File: src/rtl/inst_buffer.sv
// -----------------------------------------------------------------------------
// inst_buffer
//   Instruction buffer between the fetch unit / I-cache and decode.
//   Each cycle it accepts a fetch group of up to two instructions with a
//   per-slot valid mask. Valid slots are compacted into a circular FIFO of
//   {pc, inst} entries. Entries go to decode as aligned pairs, with out[0]
//   always the older instruction. Decode back-pressure is absorbed here. A
//   pipeline flush empties the buffer on the next edge.
//
// Ports
//   clk         in   clock
//   rst         in   asynchronous reset, active-high
//   flush       in   synchronous pipeline flush (mispredict / exception)
//   ic_val      in   fetch group valid
//   ic_mask     in   per-slot valid, bit0 = older slot
//   ic_pcs      in   slot PCs, [0] = older slot
//   ic_insts    in   slot instructions, [0] = older slot
//   ibuf_rdy    out  buffer has room for a full group (two entries)
//   decode_rdy  in   decode accepts the presented pair this cycle
//   fetch_val   out  inst_pcs / insts carry valid instructions
//   inst_pcs    out  PCs to decode, [0] = older
//   insts       out  instructions to decode, [0] = older
// -----------------------------------------------------------------------------
module inst_buffer #(
  parameter int DEPTH         = 8,
  parameter int PIPE_WIDTH    = 2,
  parameter int CPU_ADDR_BITS = 32,
  parameter int CPU_INST_BITS = 32
) (
  input  logic                                     clk,
  input  logic                                     rst,
  input  logic                                     flush,
  input  logic                                     ic_val,
  input  logic [PIPE_WIDTH-1:0]                    ic_mask,
  input  logic [PIPE_WIDTH-1:0][CPU_ADDR_BITS-1:0] ic_pcs,
  input  logic [PIPE_WIDTH-1:0][CPU_INST_BITS-1:0] ic_insts,
  output logic                                     ibuf_rdy,
  input  logic                                     decode_rdy,
  output logic                                     fetch_val,
  output logic [PIPE_WIDTH-1:0][CPU_ADDR_BITS-1:0] inst_pcs,
  output logic [PIPE_WIDTH-1:0][CPU_INST_BITS-1:0] insts
);

  localparam int PTR_W = $clog2(DEPTH);
  localparam int CNT_W = PTR_W + 1;

  // ---------------------------------------------------------------------------
  // Storage. The array is not reset: an entry is only read once count says
  // it was written.
  // ---------------------------------------------------------------------------
  logic [CPU_ADDR_BITS-1:0] pc_mem   [DEPTH];
  logic [CPU_INST_BITS-1:0] inst_mem [DEPTH];

  // ---------------------------------------------------------------------------
  // Pointer / occupancy state
  // ---------------------------------------------------------------------------
  logic [PTR_W-1:0] head_reg, head_next;
  logic [PTR_W-1:0] tail_reg, tail_next;
  logic [CNT_W-1:0] count_reg, count_next;

  logic [PTR_W-1:0] tail_p1;
  logic             pad_mode;
  logic             enq_fire;
  logic             deq_fire;
  logic [1:0]       n_enq;
  logic [1:0]       n_deq;

  assign tail_p1 = tail_reg + PTR_W'(1);

  // Room for a full group, judged from registered occupancy only. A dequeue
  // in the same cycle does not open the buffer early. This keeps ibuf_rdy
  // off the decode_rdy timing path.
  assign ibuf_rdy = (count_reg <= CNT_W'(DEPTH - 2));

  // A lone entry is padded out to a pair only when no new group is
  // arriving. If a group is arriving, it is better to wait one cycle so the
  // entry can go out as a real pair.
  assign pad_mode  = (count_reg == CNT_W'(1)) && !ic_val;
  assign fetch_val = !flush && ((count_reg >= CNT_W'(2)) || pad_mode);

  assign enq_fire = ic_val && ibuf_rdy && !flush;
  assign deq_fire = fetch_val && decode_rdy;

  assign n_enq = enq_fire ? ({1'b0, ic_mask[0]} + {1'b0, ic_mask[1]}) : 2'd0;
  assign n_deq = deq_fire ? (pad_mode ? 2'd1 : 2'd2) : 2'd0;

  // ---------------------------------------------------------------------------
  // Enqueue compaction. Write port 0 always lands at tail. It takes slot0
  // when slot0 is valid, otherwise slot1 (mask 10 compacts slot1 down).
  // Write port 1 lands at tail+1 and is used only when both slots are valid.
  // ---------------------------------------------------------------------------
  logic                     wr0_en;
  logic                     wr1_en;
  logic [CPU_ADDR_BITS-1:0] wr0_pc;
  logic [CPU_INST_BITS-1:0] wr0_inst;

  assign wr0_en   = enq_fire && (ic_mask != 2'b00);
  assign wr1_en   = enq_fire && (ic_mask == 2'b11);
  assign wr0_pc   = ic_mask[0] ? ic_pcs[0]   : ic_pcs[1];
  assign wr0_inst = ic_mask[0] ? ic_insts[0] : ic_insts[1];

  always_ff @(posedge clk) begin
    if (wr0_en) begin
      pc_mem[tail_reg]   <= wr0_pc;
      inst_mem[tail_reg] <= wr0_inst;
    end
    if (wr1_en) begin
      pc_mem[tail_p1]   <= ic_pcs[1];
      inst_mem[tail_p1] <= ic_insts[1];
    end
  end

  // ---------------------------------------------------------------------------
  // Read side: slot gi of the presented pair reads entry head+gi. Pointers
  // wrap naturally because DEPTH is a power of two.
  // ---------------------------------------------------------------------------
  logic [PIPE_WIDTH-1:0][CPU_ADDR_BITS-1:0] rd_pc;
  logic [PIPE_WIDTH-1:0][CPU_INST_BITS-1:0] rd_inst;

  for (genvar gi = 0; gi < PIPE_WIDTH; gi++) begin : g_rd
    logic [PTR_W-1:0] rd_ptr;
    assign rd_ptr      = head_reg + PTR_W'(gi);
    assign rd_pc[gi]   = pc_mem[rd_ptr];
    assign rd_inst[gi] = inst_mem[rd_ptr];
  end

  // In pad mode the younger slot is a synthetic all-zero instruction at the
  // next sequential PC. Decode treats opcode 0 as invalid and turns it into
  // a bubble.
  always_comb begin
    inst_pcs = rd_pc;
    insts    = rd_inst;
    if (pad_mode) begin
      inst_pcs[1] = rd_pc[0] + CPU_ADDR_BITS'(4);
      insts[1]    = '0;
    end
  end

  // ---------------------------------------------------------------------------
  // Next-state. Flush wins over any enqueue or dequeue in the same cycle.
  // ---------------------------------------------------------------------------
  always_comb begin
    head_next  = head_reg;
    tail_next  = tail_reg;
    count_next = count_reg;
    if (flush) begin
      head_next  = '0;
      tail_next  = '0;
      count_next = '0;
    end else begin
      head_next  = head_reg + PTR_W'(n_deq);
      tail_next  = tail_reg + PTR_W'(n_enq);
      count_next = count_reg + CNT_W'(n_enq) - CNT_W'(n_deq);
    end
  end

  always_ff @(posedge clk or posedge rst) begin
    if (rst) begin
      head_reg  <= '0;
      tail_reg  <= '0;
      count_reg <= '0;
    end else begin
      head_reg  <= head_next;
      tail_reg  <= tail_next;
      count_reg <= count_next;
    end
  end

`ifndef SYNTHESIS
  // Occupancy stays within [0, DEPTH]. An enqueue never overfills the
  // buffer, and a dequeue never pops more entries than are held.
  always_ff @(posedge clk) begin
    if (!rst) begin
      assert (count_reg <= CNT_W'(DEPTH));
      assert ((CNT_W+1)'(count_reg) + (CNT_W+1)'(n_enq) >= (CNT_W+1)'(n_deq));
      assert ((CNT_W+1)'(count_reg) + (CNT_W+1)'(n_enq) <= (CNT_W+1)'(DEPTH));
    end
  end
`endif

endmodule
File: config.mk
export PLATFORM = sky130hd
export DESIGN_NAME = inst_buffer
export DESIGN_NICKNAME = d
export VERILOG_FILES = /design/src/rtl/inst_buffer.sv
export SDC_FILE = /design/constraint.sdc
export NUM_CORES = 1
export LEC_CHECK = 0
export CORE_ASPECT_RATIO = 1.75
export CORE_MARGIN = 2
export CORE_UTILIZATION = 45
export CTS_BUF_LIST = sky130_fd_sc_hd__clkbuf_8 sky130_fd_sc_hd__clkbuf_16
export DETAILED_ROUTE_END_ITERATION = 10
export DONT_BUFFER_PORTS = 1
export GPL_TIMING_DRIVEN = 0
export HOLD_SLACK_MARGIN = 0.08
export PLACE_DENSITY = 0.66
export SETUP_SLACK_MARGIN = 0.15
export SYNTH_ARGS = -nofsm -noshare
export SYNTH_HDL_FRONTEND = slang
export SYNTH_SLANG_ARGS = --single-unit
export TNS_END_PERCENT = 10
File: constraint.sdc
create_clock -name clk -period 13.2 [get_ports clk]
set_input_delay 3.3 -clock clk [delete_from_list [all_inputs] [get_ports clk]]
set_output_delay 3.3 -clock clk [all_outputs]
set_load 0.05 [all_outputs]
After elaboration in Yosys (flattened, before gate mapping)
Memory sizes are Yosys's and may differ from the RTL's.
Index checks and enable logic that the tools add are counted.
{"block": "totals", "elab_cells": 42, "mem_count": 2, "out_inout_bits": 130, "register_bits": 10, "ram_bits": 512, "inputBits": 135}
{"block": "op_classes", "n_eq_ne": 2, "n_addsub": 8, "order_cmp": 2, "n_mux": 14, "reduce_logical": 11}
{"name": "inst_mem", "words": 8, "word_bits": 32, "read_ports": 2, "rd_clocked_by_memory_dff": 0, "write_ports": 2, "line_no": "52", "source": "logic [CPU_INST_BITS-1:0] inst_mem [DEPTH];"}
{"name": "pc_mem", "words": 8, "word_bits": 32, "read_ports": 2, "rd_clocked_by_memory_dff": 0, "write_ports": 2, "line_no": "51", "source": "logic [CPU_ADDR_BITS-1:0] pc_mem [DEPTH];"}
{"cell": "32-bit two-way mux", "n": 4}
{"cell": "32-bit by 3-bit adder with 32-bit output (second input constant)", "n": 1}
{"cell": "1-bit logical AND", "n": 7}
{"cell": "3-bit by 1-bit adder with 3-bit output (second input constant)", "n": 2}
{"cell": "3-bit by 2-bit adder with 3-bit output", "n": 2}
{"cell": "2-bit two-way mux", "n": 3}
{"cell": "3-bit two-way mux", "n": 2}
{"cell": "4-bit by 2-bit adder with 4-bit output", "n": 1}
{"cell": "4-bit by 1-bit equality test with 1-bit output (second input constant)", "n": 1}
{"cell": "4-bit by 2-bit >= comparator with 1-bit output (second input constant)", "n": 1}
{"cell": "4-bit by 3-bit <= comparator with 1-bit output (second input constant)", "n": 1}
{"cell": "1-bit two-way mux", "n": 4}
{"cell": "4-bit two-way mux", "n": 1}
{"cell": "4-bit by 2-bit subtractor with 4-bit output", "n": 1}
{"cell": "1-bit by 1-bit adder with 2-bit output", "n": 1}
{"cell": "2-bit equality test (second input constant)", "n": 1}
{"cell": "1-bit zero test", "n": 2}
{"cell": "2-bit nonzero test", "n": 1}
{"cell": "1-bit logical OR", "n": 1}

Logic depth before layout (Yosys ltp)
Gate-level depths: netlist of run 1.
{"block": "depth", "ltp_word": 8, "ltp_mapped": 14}

Worst setup path before layout of run 1
No wires, ideal clock.
{"block": "synth_timing", "path_kind": "input to register", "startpoint": "input port ic_mask[0]", "endpoint": "memory inst_mem[0][0], enable pin", "path_stages": 6, "setup_slack_ns": 2.997, "path_buffers": 2, "arrival_ns": 9.622, "path_cell_list": "clkbuf_1 -> clkbuf_1 -> inv_1 -> ha_1 -> or3b_2 -> o31ai_1"}
{"element": "start, declared", "line_no": "34", "source": "input logic [PIPE_WIDTH-1:0] ic_mask,"}
{"element": "end, declared", "line_no": "52"}

==> metrics.md, run 1 <==
| Metric | Value |
|---|---|
| Status | `completed` |
| Unique masters post-synth | `63` |
| Total grt overflow | `0` |
| Final Cycle Share | `70.25%` |
| CP top delay family | `buffers and inverters` |
| Antenna violations before repair | `17` |
| Post-synth EDFFs | `512` |
| Drt initial violations | `3702` |
| Die area | `approximately 71000 sq um` |
| Resized cells post-CTS | `0` |
| Max Slew Vio Count | `0` |
| CTS tree | `built` |
| Synth cell count leaders | `561 x a21oi_1, 532 x nor2_1, 512 x edfxtp_1, 248 x mux4_2, 195 x clkbuf_1` |
| Max incr delay on CP | `720 ps` |
| Max stage delay cell, worst path | `a21oi_2` |
| H-tree levels | `2` |
| Avg Cell Area, Syn | `around 12 sq um` |
| Total Nets Final | `2886` |
| CP max FO | `10` |
| Worst r2r path cells | `13` |
| Site row count | `127` |
| Clock Pin Slew Worst Setup and Hold Paths | `60 ps` |
| Setup CP Type | `register to output pin` |
| Worst Path Required | `9900 ps` |
| Initial Util | `between 40% and 50%` |
| RSZ-0062 raised after global routing | `no` |
| Total track usage | `33.79%` |
| Leak | `11.50 nW` |
| Vias per cell | `~6.8` |
| FMAX | `107.8 MHz` |
| WHS Path Cells | `2` |
| Root buffer cell | `clkbuf_16` |
| Placed Area | `32820 sq um` |
| Hold Vio Cnt, Final | `0` |
| Detailed Route WL | `121400 microns` |
| Core ar. | `~70000 sq um` |
| Die width | `201.9 microns` |
| Final setup viols | `0` |
| Via count | `24944` |
| Max clock buf depth | `3` |
| Critical path arrival | `5970 ps` |
| Fillcell total | `5956` |
| Peak supply drop | `108.1 uV` |
| Post-route core utilization | `about half` |
| Critical path depth | `12` |
| Top_reg_cell synth | `edfxtp_1` |
| Power Density | `129.5 nW/um^2` |
| Final Cell Area | `roughly 34000 sq um` |
| Number of buffers created by CTS | `between 50 and 60` |
| Area share of the largest cell type after synthesis | `49.83%` |
| Routed wire length per instance | `about 33 microns` |
| Critical Path Start Type | `register` |
| Minimum clock period | `9273 ps` |
| Post-Syn Nets | `2799` |
| First-pass GRT wire length | `171800 microns` |
| Critical Path Sink Type | `output pin` |
| FF+latch count, synth | `522` |
| Worst slew margin | `2.407%` |
| Port bufs | `0` |
| Synth Warn # | `0` |
| Post-Synthesis Cells | `2647` |
| Clock Sink Count | `522` |
| Largest cells by area after synthesis | `edfxtp_1 50%, mux4_2 18%, a21oi_1 9.1%, nor2_1 6.5%, mux2i_1 2.6%` |
| DIE HEIGHT | `350.4 microns` |
| Buf/Inv on CP | `4` |
| CP Cell Sequence | `buf_2 -> buf_2 -> buf_1 -> nand2_1 -> nand2_1 -> ha_1 -> nand4_1 -> nand4bb_1 -> clkbuf_1 -> nor4_1 -> xnor2_1 -> a21oi_2` |
| Netlist Area Pre-Place | `about 30000 sq um` |
| Placer Congestion | `0.9114` |
| Postcts setup bufs | `0` |
| Largest net degree at the start of global routing | `21` |
| Worst skew pair latency | `about 620 ps` |
| Vias in the first global route | `25078` |
| ANT nets after route | `0` |
| Placed wire-length estimate | `86180 microns` |
| Layout cell share with drive strength beyond 1 | `17.28%` |
| Async SR Flop Fraction | `about 1.9%` |
| Cell with the most instances after synthesis | `a21oi_1` |
| Seq/Total Area, Yosys | `50.64%` |
| Largest area contributor in the netlist | `edfxtp_1` |
| Hold-fix buffers, CTS | `0` |
| First-pass DRT Iterations | `9` |
| HP Class | `register to register` |
| Worst Tran Pin Value | `1457 ps` |
| Area growth from synthesis to final layout | `11.19%` |
| DRC viols | `0` |
| Max Cap Violations | `0` |
| Clock skew | `40.51 ps` |
| Number of I/O pins | `~270` |
[placed cells by master (no fill, tap or decap), types with 8 or more instances in the layout]
cell type  count
mux2i_1       81
buf_16        14
nor2_1       532
mux2_2        46
clkbuf_1     195
a21oi_1      560
buf_4          9
dfrtp_1       10
a31oi_1        8
and3_1         9
buf_8          8
clkbuf_16     51
ha_1          13
nand3_1       14
nor2b_1       10
buf_12        13
edfxtp_1     512
o21ai_1        8
diode_2       12
clkinv_2       9
xnor2_1       18
buf_6          8
buf_2         35
buf_1         26
inv_1         38
nand2_1      179
mux4_2       248
[power by group]
part,internal (mW),switching (mW)
logic,0.349,0.833
registers,1.88,0.0207
clock network,0.706,0.657
total,2.93,1.51
[routing by layer]
layer | up-vias | routed length [microns] | global-route usage, %
li1 | 10071 | - | -
met1 | 12275 | 36660 | 36.64
met2 | 2056 | 61330 | 59.06
met3 | 528 | 14500 | 7.895
met4 | 14 | 8863 | 22.10
met5 | - | 80 | 0
[worst register-to-register path: cells and delay by family, from the launching register on]
| family | cells | cell delay (ps) |
|---|---|---|
| simple gates | 4 | 1080 |
| buf+inv | 6 | 2350 |
| fa+ha+maj | 1 | 140 |
| compound gates | 1 | 510 |
| flops | 1 | 370 |
| mux | 1 | 430 |
[cell type report]
type,count,area (sq um),area share [%]
sequential,522,15630,45.54
multi-input combinational,1826,14040,40.93
clock buffer,53,1304,3.800
buffer,275,1212,3.534
tap,903,1130,3.293
timing repair buffer,34,724.4,2.112
clock inverter,33,148.9,0.4340
inverter,24,90.09,0.2626
antenna,12,30.03,0.08753
[logic make-up (layout without fill, tap and decap cells)]
| logic type | Yosys count | count (layout) | share of synthesized area, % |
|---|---|---|---|
| muxes | 381 | 381 | 22.87 |
| DFF | 522 | 522 | 50.64 |
| and+or+nand+nor | 791 | 791 | 10.53 |
| adders and majority gates | 17 | 17 | 0.7867 |
| other | 0 | 12 | 0 |
| buffers and inverters | 299 | 419 | 4.221 |
| AOI/OAI and AO/OA | 613 | 613 | 10.27 |
| xor gates and xnor gates | 24 | 24 | 0.6812 |
[final timing paths]
kind,startpoint,to,slack [ps]
setup / recovery,head_reg[1],inst_pcs[60],3930
max in group asynchronous,rst,tail_reg[1],10230
min in group asynchronous,rst,tail_reg[2],2610
hold reg to reg,count_reg[0],count_reg[0],730
hold / removal,count_reg[0],count_reg[0],730
setup reg to reg,count_reg[3],inst_mem[7][21],8050
[metrics by stage]
step / std cells / power (mW) / setup slack (ps) / setup TNS (ps) / hold WS (ps)
2_1_floorplan: 2647 / 2.822 / 2997 / 0 / 585.1
3_3_place_gp: 3550 / 3.066 / -3765 / -1648850 / 642.7
3_5_place_dp: 3584 / 3.099 / 4048 / 0 / 696.2
4_1_cts: 3670 / 4.419 / 3724 / 0 / 721.7
5_1_grt: 3675 / 4.532 / 3852 / 0 / 759.7
6_report: 3682 / 4.444 / 3927 / 0 / 729.1
Note: power is estimated with default switching activity, not from simulation.
==> inputs of run 2 (changes only) <==
PLACE_DENSITY = 0.68   (was 0.66)
clock period = 8.5 ns   (was 13.2 ns; I/O delays follow)
==> run 2 against run 1 <==
The flow now finishes with violations (capacitance limit, slew limit). Via count up 0.58%. Sequential share of layout area down 0.33 points. Core utilization up 0.37 points. Flip-flop and latch count unchanged. Worst setup slack worse by 3400 ps. Clock power up 67%. Register-to-register slack worse by 4700 ps. Total power up 59%. Sequential power up 55%. Critical path depth unchanged. Critical path type unchanged.
==> metrics.md, run 2 (synthesized netlist as in run 1, its figures left out) <==
| Metric | Value |
|---|---|
| HP Class | `register to register` |
| Routed wire length per instance | `between 30 and 40 microns` |
| Final Cycle Share | `94.12%` |
| Placed wire-length estimate | `85790 microns` |
| Number of buffers created by CTS | `between 50 and 60` |
| Detailed Route WL | `between 100000 and 150000 microns` |
| Area growth from synthesis to final layout | `11.99%` |
| Die area | `approximately 71000 sq um` |
| Total Nets Final | `between 2000 and 3000` |
| GRT met1 Usage | `35.46%` |
| Placed Area | `32920 sq um` |
| Max clock buf depth | `3` |
| Violated checks | `capacitance limit, slew limit` |
| Final setup viols | `0` |
| Port bufs | `0` |
| Worst slew margin | `-0.8900%` |
| Total grt overflow | `0` |
| Via count | `25089` |
| DP Worst Slack | `roughly 940 ps` |
| Leak | `about 12 nW` |
| Layout cell share with drive strength beyond 1 | `17.69%` |
| Critical Path Sink Type | `output pin` |
| Core ar. | `68170 sq um` |
| Clock power frac | `32.1%` |
| CTS tree | `built` |
| Resized cells post-CTS | `0` |
| Hold_sp | `tail_reg[2]` |
| DRC viols | `0` |
| Worst skew pair latency | `610 ps` |
| Power Density | `~200 nW/um^2` |
| H-tree levels | `2` |
| Final setup margin | `499.8 ps` |
| Peak supply drop | `173.9 uV` |
| Number of I/O pins | `265` |
| Final Cell Area | `34560 sq um` |
| Clock Pin Slew Worst Setup and Hold Paths | `70 ps` |
| RSZ-0062 raised after global routing | `no` |
| Met3 usage | `approximately 8.8%` |
| Met2 Use GR | `58.75%` |
| Commonest non-fill, non-tap cell in the layout | `a21oi_1` |
| Clock Sink Count | `522` |
| Switch share | `33.49%` |
| Top Usage Layer GRT | `met2` |
| Site row count | `127` |
| Minimum clock period | `roughly 8000 ps` |
| Vias per cell | `6.803` |
| Fillcell total | `between 5000 and 6000` |
| Hold-fix buffers, CTS | `0` |
| Worst R2R Start | `count_reg[3]` |
| Worst Tran Pin Value | `1518 ps` |
| Initial Util | `roughly 45%` |
| Drt initial violations | `around 3900` |
| Postcts setup bufs | `0` |
| Hold Vio Cnt, Final | `0` |
| Psw | `about 2.4 mW` |
| Antenna violations before repair | `14` |
| CP max FO | `10` |
| Setup TNS | `0 ps` |
| Worst Path Required | `6380 ps` |
| ANT nets after route | `0` |
| P_int | `approximately 4.7 mW` |
| Status | `finished, violations left` |
| Max Cap Violations | `2` |
| Critical Path Start Type | `register` |
| Max Slew Vio Count | `1` |
| Gate power share | `26.1%` |
| Setup CP Type | `register to output pin` |
| First-pass GRT wire length | `between 150000 and 200000 microns` |
| Register share of total power | `41.8%` |
| Vias in the first global route | `25567` |
| Root buffer cell | `clkbuf_16` |
| CP startpoint | `head_reg[1]` |
| Placer Congestion | `0.9013` |
| Commonest non-fill, non-tap cells in the layout | `559 x a21oi_1, 532 x nor2_1, 512 x edfxtp_1` |
| DIE HEIGHT | `roughly 350 microns` |
| First-pass DRT Iterations | `6` |
| Total track usage | `33.66%` |
| Die width | `201.9 microns` |
| Final hold slack | `a little over 700 ps` |
| Largest net degree at the start of global routing | `21` |
| Critical path arrival | `5880 ps` |
| FMAX | `roughly 120 MHz` |
| Clock skew | `23.35 ps` |
==> run 2: changes by cell type in the layout (fill, tap and decap cells not counted), moves of 3 or more <==
cell and delta:
buf_16 +6, buf_12 -3, o21ai_0 +3, o21ai_1 -3
bufinv_16 +4, buf_4 +3, inv_1 -5, diode_2 -3
==> run 2: per-layer routing <==
metal	vias up	part of all wire, %
met5	-	0.097
met4	18	7.8
met3	610	13
met2	2187	50
met1	12202	29
li1	10072	-
==> run 2: power by group through the flow <==
stage / clock network, mW / logic [mW] / registers [mW]
CTS: 2.24 / 1.81 / 2.95
finish: 2.27 / 1.84 / 2.95
floorplan: 0 / 1.38 / 3.00
global route: 2.34 / 1.91 / 2.95
global placement: 0 / 1.74 / 3.02
detailed placement: 0 / 1.81 / 3.00
==> run 2: critical path, cell delays in order, from the launching register on <==
cell,delay [ps]
dfrtp_1,510
buf_2,420
buf_2,420
buf_1,630
nand2_1,110
nand2_1,540
ha_1,370
nand4_1,110
nand4bb_1,220
clkbuf_1,350
nor4_1,660
xnor2_1,180
a21oi_2,720
==> run 2: final timing paths <==
check / end / slack [ps] / depth (start not counted)
hold reg to reg: tail_reg[2] / 720 / 2
hold / removal: tail_reg[2] / 720 / 2
setup / recovery: inst_pcs[60] / 500 / 12
min in group asynchronous: count_reg[3] / 1420 / 1
setup reg to reg: pc_mem[7][22] / 3350 / 14
max in group asynchronous: count_reg[0] / 6720 / 1
==> run 2: final cells by class <==
class | instances | area (sq um) | area share, %
sequential | 522 | 15630 | 45.22
tap | 903 | 1130 | 3.269
clock inverter | 39 | 306.5 | 0.8871
buffer | 275 | 1212 | 3.508
timing repair buffer | 38 | 822.0 | 2.379
antenna | 9 | 22.52 | 0.06517
clock buffer | 52 | 1301 | 3.766
inverter | 24 | 90.09 | 0.2607
multi-input combinational | 1826 | 14050 | 40.65
==> run 2: metrics by stage <==
| step | utilization, % | cells | power [mW] |
|---|---|---|---|
| after detailed placement | 48.29 | 3588 | 4.812 |
| after floorplan | - | 2647 | 4.381 |
| after CTS | 50.65 | 3679 | 7.006 |
| final | 50.69 | 3688 | 7.053 |
| after global placement | 46.93 | 3550 | 4.754 |
| after global routing | 50.68 | 3684 | 7.201 |
